File: config.mk
export PLATFORM = sky130hd
export DESIGN_NAME = uart_frame_rx_ctrl
export DESIGN_NICKNAME = d
export VERILOG_FILES = /design/src/rtl/uart_frame_rx_ctrl.sv
export SDC_FILE = /design/constraint.sdc
export NUM_CORES = 1
export LEC_CHECK = 0
export ABC_AREA = 0
export CORE_UTILIZATION = 50
export DETAILED_ROUTE_END_ITERATION = 16
export GPL_ROUTABILITY_DRIVEN = 0
export PLACE_DENSITY = 0.85
export SYNTH_ARGS = -nofsm -noshare
export SYNTH_HDL_FRONTEND = slang
export SYNTH_SLANG_ARGS = --single-unit
File: constraint.sdc
create_clock -name Clk -period 2.2 [get_ports Clk]
set_clock_uncertainty 0.05 [all_clocks]
set_input_delay 0.22 -clock Clk [delete_from_list [all_inputs] [get_ports Clk]]
set_output_delay 0.22 -clock Clk [all_outputs]
set_load 0.05 [all_outputs]
File: src/rtl/uart_frame_rx_ctrl.sv
//------------------------------------------------------------------------------
// Module  : uart_frame_rx_ctrl
// Brief   : Parses 6-byte command frames (HDR0 HDR1 CMD ADDR DATA CHK) from a
//           UART byte receiver; issues register writes or baud changes.
// Revision: 1.0 - initial release
//------------------------------------------------------------------------------
`default_nettype none

module uart_frame_rx_ctrl #(
    parameter int         TIMEOUT_CYCLES = 500000,
    parameter logic [7:0] HDR0           = 8'h55,
    parameter logic [7:0] HDR1           = 8'hA5,
    parameter logic [2:0] BAUD_DEFAULT   = 3'd4
) (
    input  logic       Clk,
    input  logic       Reset_n,
    input  logic [7:0] rx_data,
    input  logic       rx_done,
    output logic [2:0] baud_set,
    output logic       reg_wr_en,
    output logic [7:0] reg_addr,
    output logic [7:0] reg_wdata,
    output logic       frame_ok,
    output logic       frame_err,
    output logic [7:0] err_cnt
);

    localparam int              CNT_W    = (TIMEOUT_CYCLES > 2) ? $clog2(TIMEOUT_CYCLES) : 1;
    localparam logic [CNT_W-1:0] GAP_LAST = CNT_W'(TIMEOUT_CYCLES - 1);

    typedef enum logic [2:0] {
        S_IDLE     = 3'd0,
        S_WAIT_H1  = 3'd1,
        S_GET_CMD  = 3'd2,
        S_GET_ADDR = 3'd3,
        S_GET_DATA = 3'd4,
        S_GET_CHK  = 3'd5,
        S_EXEC     = 3'd6
    } state_t;

    state_t           state_q;
    logic             byte_vld_q;
    logic [7:0]       cmd_q;
    logic [7:0]       addr_q;
    logic [7:0]       data_q;
    logic [7:0]       acc_q;
    logic [CNT_W-1:0] gap_q;
    logic [2:0]       baud_q;
    logic             reg_wr_en_q;
    logic [7:0]       reg_addr_q;
    logic [7:0]       reg_wdata_q;
    logic             frame_ok_q;
    logic             frame_err_q;
    logic [7:0]       err_cnt_q;

    logic [7:0]       acc_d;
    logic             is_wr_d;
    logic             baud_ok_d;
    logic             gap_run_d;
    logic             timeout_d;

    assign acc_d     = acc_q + rx_data;
    assign is_wr_d   = (cmd_q == 8'h01);
    assign baud_ok_d = (cmd_q == 8'h02) && (data_q <= 8'd4);
    assign gap_run_d = (state_q != S_IDLE) && (state_q != S_EXEC);
    // A byte landing on the terminal count wins over the timeout.
    assign timeout_d = gap_run_d && !byte_vld_q && (gap_q == GAP_LAST);

    always_ff @(posedge Clk or negedge Reset_n) begin
        if (!Reset_n) begin
            state_q     <= S_IDLE;
            byte_vld_q  <= 1'b0;
            cmd_q       <= 8'h00;
            addr_q      <= 8'h00;
            data_q      <= 8'h00;
            acc_q       <= 8'h00;
            gap_q       <= '0;
            baud_q      <= BAUD_DEFAULT;
            reg_wr_en_q <= 1'b0;
            reg_addr_q  <= 8'h00;
            reg_wdata_q <= 8'h00;
            frame_ok_q  <= 1'b0;
            frame_err_q <= 1'b0;
        end else begin
            byte_vld_q  <= rx_done;
            reg_wr_en_q <= 1'b0;
            frame_ok_q  <= 1'b0;
            frame_err_q <= 1'b0;

            if (!gap_run_d || byte_vld_q) begin
                gap_q <= '0;
            end else begin
                gap_q <= gap_q + 1'b1;
            end

            case (state_q)
                S_IDLE: begin
                    if (byte_vld_q && rx_data == HDR0) begin
                        state_q <= S_WAIT_H1;
                    end
                end
                S_WAIT_H1: begin
                    if (byte_vld_q) begin
                        if (rx_data == HDR1) begin
                            state_q <= S_GET_CMD;
                        end else if (rx_data != HDR0) begin
                            state_q <= S_IDLE;
                        end
                    end
                end
                S_GET_CMD: begin
                    if (byte_vld_q) begin
                        cmd_q   <= rx_data;
                        acc_q   <= rx_data;
                        state_q <= S_GET_ADDR;
                    end
                end
                S_GET_ADDR: begin
                    if (byte_vld_q) begin
                        addr_q  <= rx_data;
                        acc_q   <= acc_d;
                        state_q <= S_GET_DATA;
                    end
                end
                S_GET_DATA: begin
                    if (byte_vld_q) begin
                        data_q  <= rx_data;
                        acc_q   <= acc_d;
                        state_q <= S_GET_CHK;
                    end
                end
                S_GET_CHK: begin
                    if (byte_vld_q) begin
                        if (rx_data == acc_q) begin
                            // Pulses are registered on entry so they are high during EXEC.
                            state_q <= S_EXEC;
                            if (is_wr_d) begin
                                reg_wr_en_q <= 1'b1;
                                reg_addr_q  <= addr_q;
                                reg_wdata_q <= data_q;
                                frame_ok_q  <= 1'b1;
                            end else if (baud_ok_d) begin
                                frame_ok_q  <= 1'b1;
                            end else begin
                                frame_err_q <= 1'b1;
                            end
                        end else begin
                            frame_err_q <= 1'b1;
                            state_q     <= S_IDLE;
                        end
                    end
                end
                S_EXEC: begin
                    if (baud_ok_d) begin
                        baud_q <= data_q[2:0];
                    end
                    state_q <= S_IDLE;
                end
                default: begin
                    state_q <= S_IDLE;
                end
            endcase

            if (timeout_d) begin
                frame_err_q <= 1'b1;
                state_q     <= S_IDLE;
                gap_q       <= '0;
            end
        end
    end

    always_ff @(posedge Clk or negedge Reset_n) begin
        if (!Reset_n) begin
            err_cnt_q <= 8'h00;
        end else if (frame_err_q && err_cnt_q != 8'hFF) begin
            err_cnt_q <= err_cnt_q + 8'h01;
        end
    end

    assign baud_set  = baud_q;
    assign reg_wr_en = reg_wr_en_q;
    assign reg_addr  = reg_addr_q;
    assign reg_wdata = reg_wdata_q;
    assign frame_ok  = frame_ok_q;
    assign frame_err = frame_err_q;
    assign err_cnt   = err_cnt_q;

endmodule

`default_nettype wire

After elaboration in Yosys (flattened, before gate mapping):

Index checks and enable logic that the tools add are counted.

* add/sub/neg operators: 3
* magnitude comparators: 1
* equal/unequal tests: 24
* mux-type cells: 31
* reductions and logical operators: 20

Operators by type and width (number)
* 19-bit 2-to-1 mux: 2
* 3-bit 2-to-1 mux: 10
* 3-bit != test (second input constant): 7
* 19-bit by 1-bit adder with 19-bit output (second input constant): 1
* 19-bit == test (second input constant): 1
* 3-bit case mux with 6 select lines: 1
* 8-bit 2-to-1 mux: 2
* 8-bit case mux with 2 select lines: 1
* 1-bit 2-to-1 mux: 15
* 3-bit == test (second input constant): 3
* 8-bit by 1-bit adder with 8-bit output (second input constant): 1
* 8-bit adder: 1
* 8-bit by 1-bit == test with 1-bit output (second input constant): 1
* 8-bit by 2-bit == test with 1-bit output (second input constant): 1
* 8-bit by 7-bit == test with 1-bit output (second input constant): 1
* 8-bit == test: 1
* 8-bit == test (second input constant): 1
* 8-bit by 3-bit less-or-equal comparator with 1-bit output (second input constant): 1
* 8-bit by 7-bit != test with 1-bit output (second input constant): 1
* 8-bit != test (second input constant): 1
* 2-bit AND reduction: 4
* 7-bit AND reduction: 1
* 3-bit by 2-bit == test with 1-bit output (second input constant): 2
* 1-bit logical AND: 6
* other kinds (12): 13

* register bits: 85
* bits of input ports: 11

Longest topological paths before layout:

Gate-level depths: netlist (run 1).

* depth after elaboration: 8
* gate-level depth with buffers: 9

Least setup slack after synthesis (run 1):

No wires, ideal clock.

* kind: reg2reg
* start: reg acc_q[1]
* end: reg reg_addr_q[0] (netlist: reg_addr[0])
* data arrival time: 2.212 ns
* data required time: 2.025 ns
* slack: -0.187 ns
* stages on the path, launching flop included: 9
* buffers on the path: 1
* clock period less this slack: 2.387 ns
* path through: dfrtp_1 -> ha_1 -> nor4_2 -> nand2_1 -> nor4_4 -> nand4_2 -> nor3_4 -> buf_12 -> mux2_4

* cells in the longest elaborated chain, start to end: 2

RTL lines
* from (decl): line 46 `logic [7:0] acc_q;`
* from (signal assigned): line 114 `acc_q <= rx_data;`
* 8-bit == test: line 134 `if (rx_data == acc_q) begin`
* 4-bit AND reduction (no line)
* to (signal assigned): line 139 `reg_addr_q <= addr_q;`
* to (decl): line 50 `logic [7:0] reg_addr_q;`

No other way between the ends.
A chain may end at the register's enable or synchronous reset.

Worst setup path in the final report (run 1):

Ends and elaborated chain as after synthesis.

==> implementation parameters, run 1 <==
Parameter                              Value

Floorplan
  Count of pins on the block boundary    41
  DIE AREA    0.008516 mm2
  Row count    32
  Die boundary height    92.28 um
  Starting utilization of the core area    52.20%
  Horizontal die dimension    92.28 um
  Placeable core region    0.007807 mm2

Worst setup path
  Crit-path leading delay family    simple AND/OR/NAND/NOR gates
  Worst-case register-to-register setup slack    -0.13 ns
  Required time of the worst setup path    2.38 ns
  Arrival @ worst endpoint    2.52 ns
  Buffers & Inverters on Critical Path    1
  Critical path class    flop to flop
  List of cells traversed by the critical path    ha_4 > nor4_4 > nand2_1 > nor4_4 > nand4_2 > nor3_4 > buf_12 > mux2_4
  Critical-path cell with the highest stage delay    dfrtp_1
  Crit path capture type    flop
  Worst Setup Start Kind    flop
  Delay of the slowest cell on the worst path    0.42 ns
  Most frequent cell on the critical path    nor4_4
  Maximum net fanout on the critical path    11

Routing
  Via count    3006
  Count of routing violations after the opening detailed-route iteration    239
  Routed Wire Length    8512 um
  Total iterations of the first detailed-routing run    4
  Average wire length per cell after detail routing    15.79 um
  Via-per-instance ratio    5.577
  Number of nets with antenna violations after routing    0
  Number of remaining DRC errors    0

Layout
  Core Util, Final    65.46%
  Number of nets in the finished design    453
  Top library cells by usage in the layout, fill and taps aside    dfrtp_1 (84), clkdlybuf4s50_1 (39), nor2_1 (38), buf_4 (28), mux2_2 (27)
  Most frequent standard cell in the layout excluding fill and tap cells    dfrtp_1
  Growth of design area from synthesis to finish    25.42%
  FILL cells    577
  Final Instance Area    0.005111 mm2
  Fraction of final layout cells sized beyond drive strength 1    24.03%
  Count of inserted antenna diode cells    0

Run
  Number of maximum-capacitance violations    0

Clocking
  TritonCTS clock tree    yes
  Clock Tree Buf Depth    2
  Number of H-tree levels    3
  Number of clock buffers inserted by TritonCTS    9
  Register clock-pin slew on the reported worst setup and hold paths    0.09 ns
  Clock latency on the worst-skew pair    0.36 ns
  Clk sink count    85
  Clock root cell    clkbuf_8

Min path
  Kind of path behind the tightest hold check    primary input to flop

Power
  Power per Cell Area    585.5 mW/mm2
  Overall power    0.002993 W
  Maximum resistive drop on vdd    0.3681 mV
  Leakage power summed over all cells    2.290 nW

Synthesis
  Share of flip-flops with an asynchronous set or reset    100.0%
  Most instantiated flip-flop cell in the synthesis netlist    dfrtp_1
  Share of the yosys chip area belonging to registers    52.23%
  Number of synthesized register bits    85
  Net count of the mapped netlist    380
  Number of library cell types mapped by synthesis    50
  Synthesized cell area    0.004075 mm2
  EDFF count, synth    0
  Number of instances in the synthesized netlist    359
  Average cell area after synthesis    11.35 um2
  Total number of yosys warnings    0

Global route
  Sum of overflow across all layers after global routing    0
  GRT Util Overall    22.27%
  Largest net degree at the start of global routing    44
  Number of global-route vias before repair    2983
  Antenna violations before repair    0
  Global-route wire length before repair    14690 um

STA
  Final hold viol count    0
  Part of the cycle the worst path needs    106.0%
  Minimum period implied by the final worst setup slack    2.331 ns
  Top achievable clock speed    0.4290 GHz
  RSZ-0062 raised after global routing    true
  Headroom to the max-slew limit    62.18%
  Final setup violation count    16
  Slew at the pin closest to its max-slew limit    0.5673 ns
  Max-slew violation count    0
  Final worst-path setup slack    -0.1312 ns

Place
  Area of placed instances    0.004843 mm2
  Port Buffers    40
  Setup Slack @ Placement    -0.5423 ns
  Estimated wirelength of the detail-placed design    5935 um

Run status
  Failing checks    negative setup slack
  Result of the run    finished, violations left
-- final timing paths --
kind,startpoint,end,cells past startpoint
setup / recovery,acc_q[1],reg_addr[0],8
hold / removal,rx_done,byte_vld_q,1
setup reg to reg,acc_q[1],reg_addr[0],8
hold reg to reg,gap_q[0],gap_q[0],1
max in group asynchronous,Reset_n,baud_set[2],3
min in group asynchronous,Reset_n,acc_q[0],2
-- area by class of cell --
type	instances	area [um2]	area share, %
sequential	85	2128	41.64
multi-input combinational	254	1953	38.21
timing repair buffer	72	681.9	13.34
tap	102	127.6	2.497
clock buffer	9	123.9	2.424
clock inverter	7	58.81	1.151
inverter	10	37.54	0.7344
-- power breakdown --
group	internal, W	switching [W]	total [W]
Combinational	0.000149	0.000170	0.000319
Sequential	0.00159	0.0000274	0.00162
Clock	0.000429	0.000627	0.00106
-- state kept, by name (all words and copies together), names as in the netlist, 3 cells and up --
| signal | cells |
|---|---|
| reg_addr | 8 |
| baud_set | 3 |
| state_q | 3 |
| acc_q | 8 |
| gap_q | 19 |
| reg_wdata | 8 |
| data_q | 8 |
| cmd_q | 8 |
| err_cnt | 8 |
| addr_q | 8 |
-- Yosys cell counts, types with 2 or more instances --
cell       n  area [um2]
dfrtp_1   84        2102
nor2_1    38       142.6
mux2_2    34       382.9
nand2_1   24       90.09
xnor2_1   16       140.1
o21ai_0   15       75.07
a21oi_1   14       70.07
nand3_1   13       65.06
inv_1     10       37.54
xor2_1    10       87.58
ha_1       9       112.6
mux2_4     9       135.1
and3_1     8       50.05
nor3_1     7       35.03
clkbuf_1   6       22.52
nand4_1    6       37.54
nor2b_1    6       37.54
mux2i_1    4       40.04
buf_2      3       15.01
nor4b_1    3       26.28
and2_1     2       12.51
and4_1     2       17.52
nand2b_1   2       12.51
nor4_1     2       12.51
nor4bb_1   2       20.02
o211ai_1   2       15.01
o21bai_1   2       15.01
o31ai_1    2       15.01
or3_1      2       12.51
or4_1      2       15.01
-- metrics by stage --
| step | hold WS, ns | std cells | TNS [ns] |
|---|---|---|---|
| 6_report | 0.2479 | 539 | -1.838 |
| 5_1_grt | 0.2287 | 539 | -3.070 |
| 4_1_cts | 0.2390 | 539 | -1.883 |
| 3_5_place_dp | 0.1999 | 521 | -9.953 |
| 3_3_place_gp | 0.1901 | 521 | -8.171 |
| 2_1_floorplan | -0.1256 | 359 | -0.5634 |
-- worst register-to-register path: cells and delay by family, from the launching register on --
| kind | cells | cell delay, ns |
|---|---|---|
| muxes | 1 | 0.31 |
| adders and majority gates | 1 | 0.24 |
| and+or+nand+nor | 5 | 1.00 |
| DFF | 1 | 0.42 |
| buffers and inverters | 1 | 0.19 |
-- routing by layer --
metal  up-vias  wire length (um)  track usage, %
li1       1410                 -               -
met5         -                 0               0
met2        93              4085           34.39
met4         0               100           10.16
met3        11               478           2.902
met1      1492              3847           31.38
-- cells by family (layout without fill, tap and decap cells) --
group | count (synthesis) | after routing | synth area share, %
fa+ha+maj | 10 | 10 | 3.255
simple gates | 127 | 127 | 16.64
mux | 47 | 47 | 13.69
flops | 85 | 85 | 52.23
buf+inv | 20 | 98 | 2.333
xor+xnor | 26 | 26 | 5.588
compound gates | 44 | 44 | 6.264
-- repair_timing --
| item | in CTS | in global routing |
|---|---|---|
| resized for setup | 9 | 7 |
| pin swaps | 0 | 0 |
| hold endpoints to repair | 42 | 0 |
| hold buffers | 1 | 0 |
| buffers inserted | 1 | 0 |
| setup endpoints to repair | 16 | 27 |
No activity file was read; power rests on OpenSTA's default activity.
==> run 2: changes to the inputs <==
--- a/config.mk
+++ b/config.mk
@@ -6,9 +6,9 @@
 export NUM_CORES = 1
 export LEC_CHECK = 0
 export ABC_AREA = 0
+export CORE_MARGIN = 4
 export CORE_UTILIZATION = 50
 export DETAILED_ROUTE_END_ITERATION = 16
-export GPL_ROUTABILITY_DRIVEN = 0
 export PLACE_DENSITY = 0.85
 export SYNTH_ARGS = -nofsm -noshare
 export SYNTH_HDL_FRONTEND = slang
==> run 2 against run 1 <==
The run still ends with negative setup slack left. Worst hold slack better by 0.031 ns. Combinational power hardly changed. Clock power is 14% higher. Die area is 13% higher. Setup slack better by 0.034 ns. Non-clock buffer count stayed put. Sequential power hardly changed. Critical endpoint is now reg_wdata[5]. Largest cell class unchanged. Highest routed layer unchanged.
==> implementation parameters, run 2 (synthesis results as in run 1) <==
Parameter                              Value

Routing
  Via count    3060 (+1.8%)
  Count of routing violations after the opening detailed-route iteration    206 (-14%)
  Routed Wire Length    8946 um (+5.1%)
  Via-per-instance ratio    5.677 (+1.8%)
  Number of remaining DRC errors    0 (unchanged)
  Average wire length per cell after detail routing    16.60 um (+5.1%)
  Total iterations of the first detailed-routing run    4 (unchanged)
  Number of nets with antenna violations after routing    0 (unchanged)

Clocking
  Register clock-pin slew on the reported worst setup and hold paths    0.09 ns (about the same)
  Number of clock buffers inserted by TritonCTS    9 (unchanged)
  Clk sink count    85 (unchanged)
  Number of H-tree levels    3 (unchanged)
  Clock latency on the worst-skew pair    0.36 ns (about the same)
  Clock Tree Buf Depth    2 (unchanged)
  TritonCTS clock tree    yes
  Clock root cell    clkbuf_8

Floorplan
  DIE AREA    0.009659 mm2 (+13%)
  Row count    32 (unchanged)
  Die boundary height    98.28 um (+6.5%)
  Count of pins on the block boundary    41 (unchanged)
  Starting utilization of the core area    52.20% (unchanged)
  Placeable core region    0.007807 mm2 (unchanged)
  Horizontal die dimension    98.28 um (+6.5%)

Worst setup path
  Required time of the worst setup path    2.40 ns (+0.02 ns)
  Arrival @ worst endpoint    2.49 ns (-0.03 ns)
  Critical path class    flop to flop
  Worst Setup Start Kind    flop
  Maximum net fanout on the critical path    6 (-5)
  Crit path capture type    flop

Power
  Switching portion of total power    24.33% (-3.2 points)
  Maximum resistive drop on vdd    0.3175 mV (-14%)
  Overall power    0.003149 W (+5.2%)
  Part of the total power dissipated in sequential elements    51.4% (-2.7 points)
  Share of power burned in combinational logic    10.2% (-0.5 points)
  Switching Power    0.0007659 W (-7.1%)
  Power per Cell Area    611.7 mW/mm2 (+4.5%)
  Clock network power share    38.4% (+3.1 points)
  Pint    0.002383 W (+9.9%)
  Leakage power summed over all cells    2.304 nW (+0.60%)

Layout
  Most frequent standard cell in the layout excluding fill and tap cells    dfrtp_1
  Cell Count, Final, Fillers Out    539 (unchanged)
  Number of nets in the finished design    453 (unchanged)
  FILL cells    574 (-0.52%)
  Count of inserted antenna diode cells    0 (unchanged)
  Largest register by flop count    gap_q
  Growth of design area from synthesis to finish    26.31%
  Top library cells by usage in the layout, fill and taps aside    dfrtp_1 (84), clkdlybuf4s50_1 (39), nor2_1 (38), buf_4 (28), mux2_2 (27)
  Fraction of final layout cells sized beyond drive strength 1    24.03% (unchanged)
  Area taken by multi-input logic gates    0.001957 mm2 (+0.19%)
  Reg area    0.002128 mm2 (unchanged)
  Max FFs per register    19 (unchanged)

Place
  Setup Slack @ Placement    -0.4543 ns (+0.08801 ns)
  Final weighted congestion of routability-driven global placement    0.9095
  Port Buffers    40 (unchanged)
  Estimated wirelength of the detail-placed design    6333 um (+6.7%)
  Number of cells after detailed placement    522 (+0.19%)

STA
  Max-slew violation count    0 (unchanged)
  Minimum period implied by the final worst setup slack    2.297 ns (-0.03446 ns)
  Top achievable clock speed    0.4354 GHz (+1.5%)
  Final hold viol count    0 (unchanged)
  Final setup violation count    16 (unchanged)
  Slew at the pin closest to its max-slew limit    0.5336 ns (-0.03368 ns)
  Setup TNS after final layout    -1.377 ns (+0.4614 ns)
  Final worst-path setup slack    -0.09673 ns (+0.03446 ns)
  Part of the cycle the worst path needs    104.4% (-1.6 points)
  Headroom to the max-slew limit    64.42% (+2.2 points)
  RSZ-0062 raised after global routing    true

Global route
  Number of global-route vias before repair    3165 (+6.1%)
  GRT Util Overall    19.47% (-2.8 points)
  Global-route wire length before repair    15210 um (+3.5%)
  Antenna violations before repair    0 (unchanged)
  Largest net degree at the start of global routing    46 (+4.5%)
  Sum of overflow across all layers after global routing    0 (unchanged)

Run status
  Failing checks    negative setup slack
  Result of the run    finished, violations left

Run
  Number of maximum-capacitance violations    0 (unchanged)

Min path
  Kind of path behind the tightest hold check    primary input to flop
run 2: power groups by stage:
stage	Clock, W	Sequential [W]	Combinational (W)
6_report	0.00121	0.00162	0.000321
3_3_place_gp	0	0.00165	0.000294
2_1_floorplan	0	0.00164	0.000155
5_1_grt	0.00129	0.00162	0.000356
4_1_cts	0.00123	0.00162	0.000310
3_5_place_dp	0	0.00165	0.000304
run 2: timing repair:
item,CTS,global route
gates resized for setup,11,6
pin swaps,1,2
buffers inserted,1,0
hold buffers,1,0
setup endpoints to repair,25,26
endpoints found under the hold margin,39,0
run 2: through the flow:
step | utilization, % | cell area (um2) | hold slack (ns)
floorplan | - | 4113 | -0.1256
finish | 65.93 | 5147 | 0.2791
detailed placement | 62.13 | 4851 | 0.1874
global route | 65.93 | 5147 | 0.2634
global placement | 62.13 | 4851 | 0.1744
CTS | 65.61 | 5122 | 0.2690
run 2: layout make-up:
class                           count  area share [%]
Inverter                           10          0.7292
Multi-Input combinational cell    254           38.02
Clock buffer                       10           2.479
Clock inverter                      6           1.702
Tap cell                          102           2.479
Sequential cell                    85           41.35
Timing Repair Buffer               72           13.25
run 2: final timing paths:
| kind | from | end | slack [ns] | depth (start not counted) |
|---|---|---|---|---|
| min | rx_done | byte_vld_q | 0.28 | 1 |
| min in group asynchronous | Reset_n | acc_q[4] | 0.33 | 2 |
| min reg2reg | gap_q[0] | gap_q[0] | 0.45 | 1 |
| max reg2reg | acc_q[1] | reg_wdata[5] | -0.1 | 8 |
| max in group asynchronous | Reset_n | frame_err | 1.16 | 3 |
| max | acc_q[1] | reg_wdata[5] | -0.1 | 8 |
run 2: worst max-delay path: stages, from the launching register on:
cell and delay [ns]:
dfrtp_1 0.44, ha_4 0.25, nor4_4 0.26, nand2_1 0.12, nor4_4 0.19, nand4_2 0.16, nor3_4 0.21, buf_6 0.18
mux2_4 0.31
run 2: routing by layer:
layer | GRT usage [%] | part of all wire (%) | routed length (um) | up-vias
li1 | - | - | - | 1405
met1 | 25.85 | 44 | 3911 | 1521
met5 | 0 | 0 | 0 | -
met3 | 3.571 | 4.8 | 427 | 23
met2 | 31.57 | 49 | 4352 | 111
met4 | 7.983 | 2.9 | 255 | 0
==> run 3: changes to the inputs <==
--- a/config.mk
+++ b/config.mk
@@ -5,7 +5,7 @@
 export SDC_FILE = /design/constraint.sdc
 export NUM_CORES = 1
 export LEC_CHECK = 0
-export ABC_AREA = 0
+export CAP_MARGIN = 15
 export CORE_MARGIN = 4
 export CORE_UTILIZATION = 50
 export DETAILED_ROUTE_END_ITERATION = 16
==> results of run 3 <==
Same layout as run 2: the final DEF is identical, and so are final timing and power.
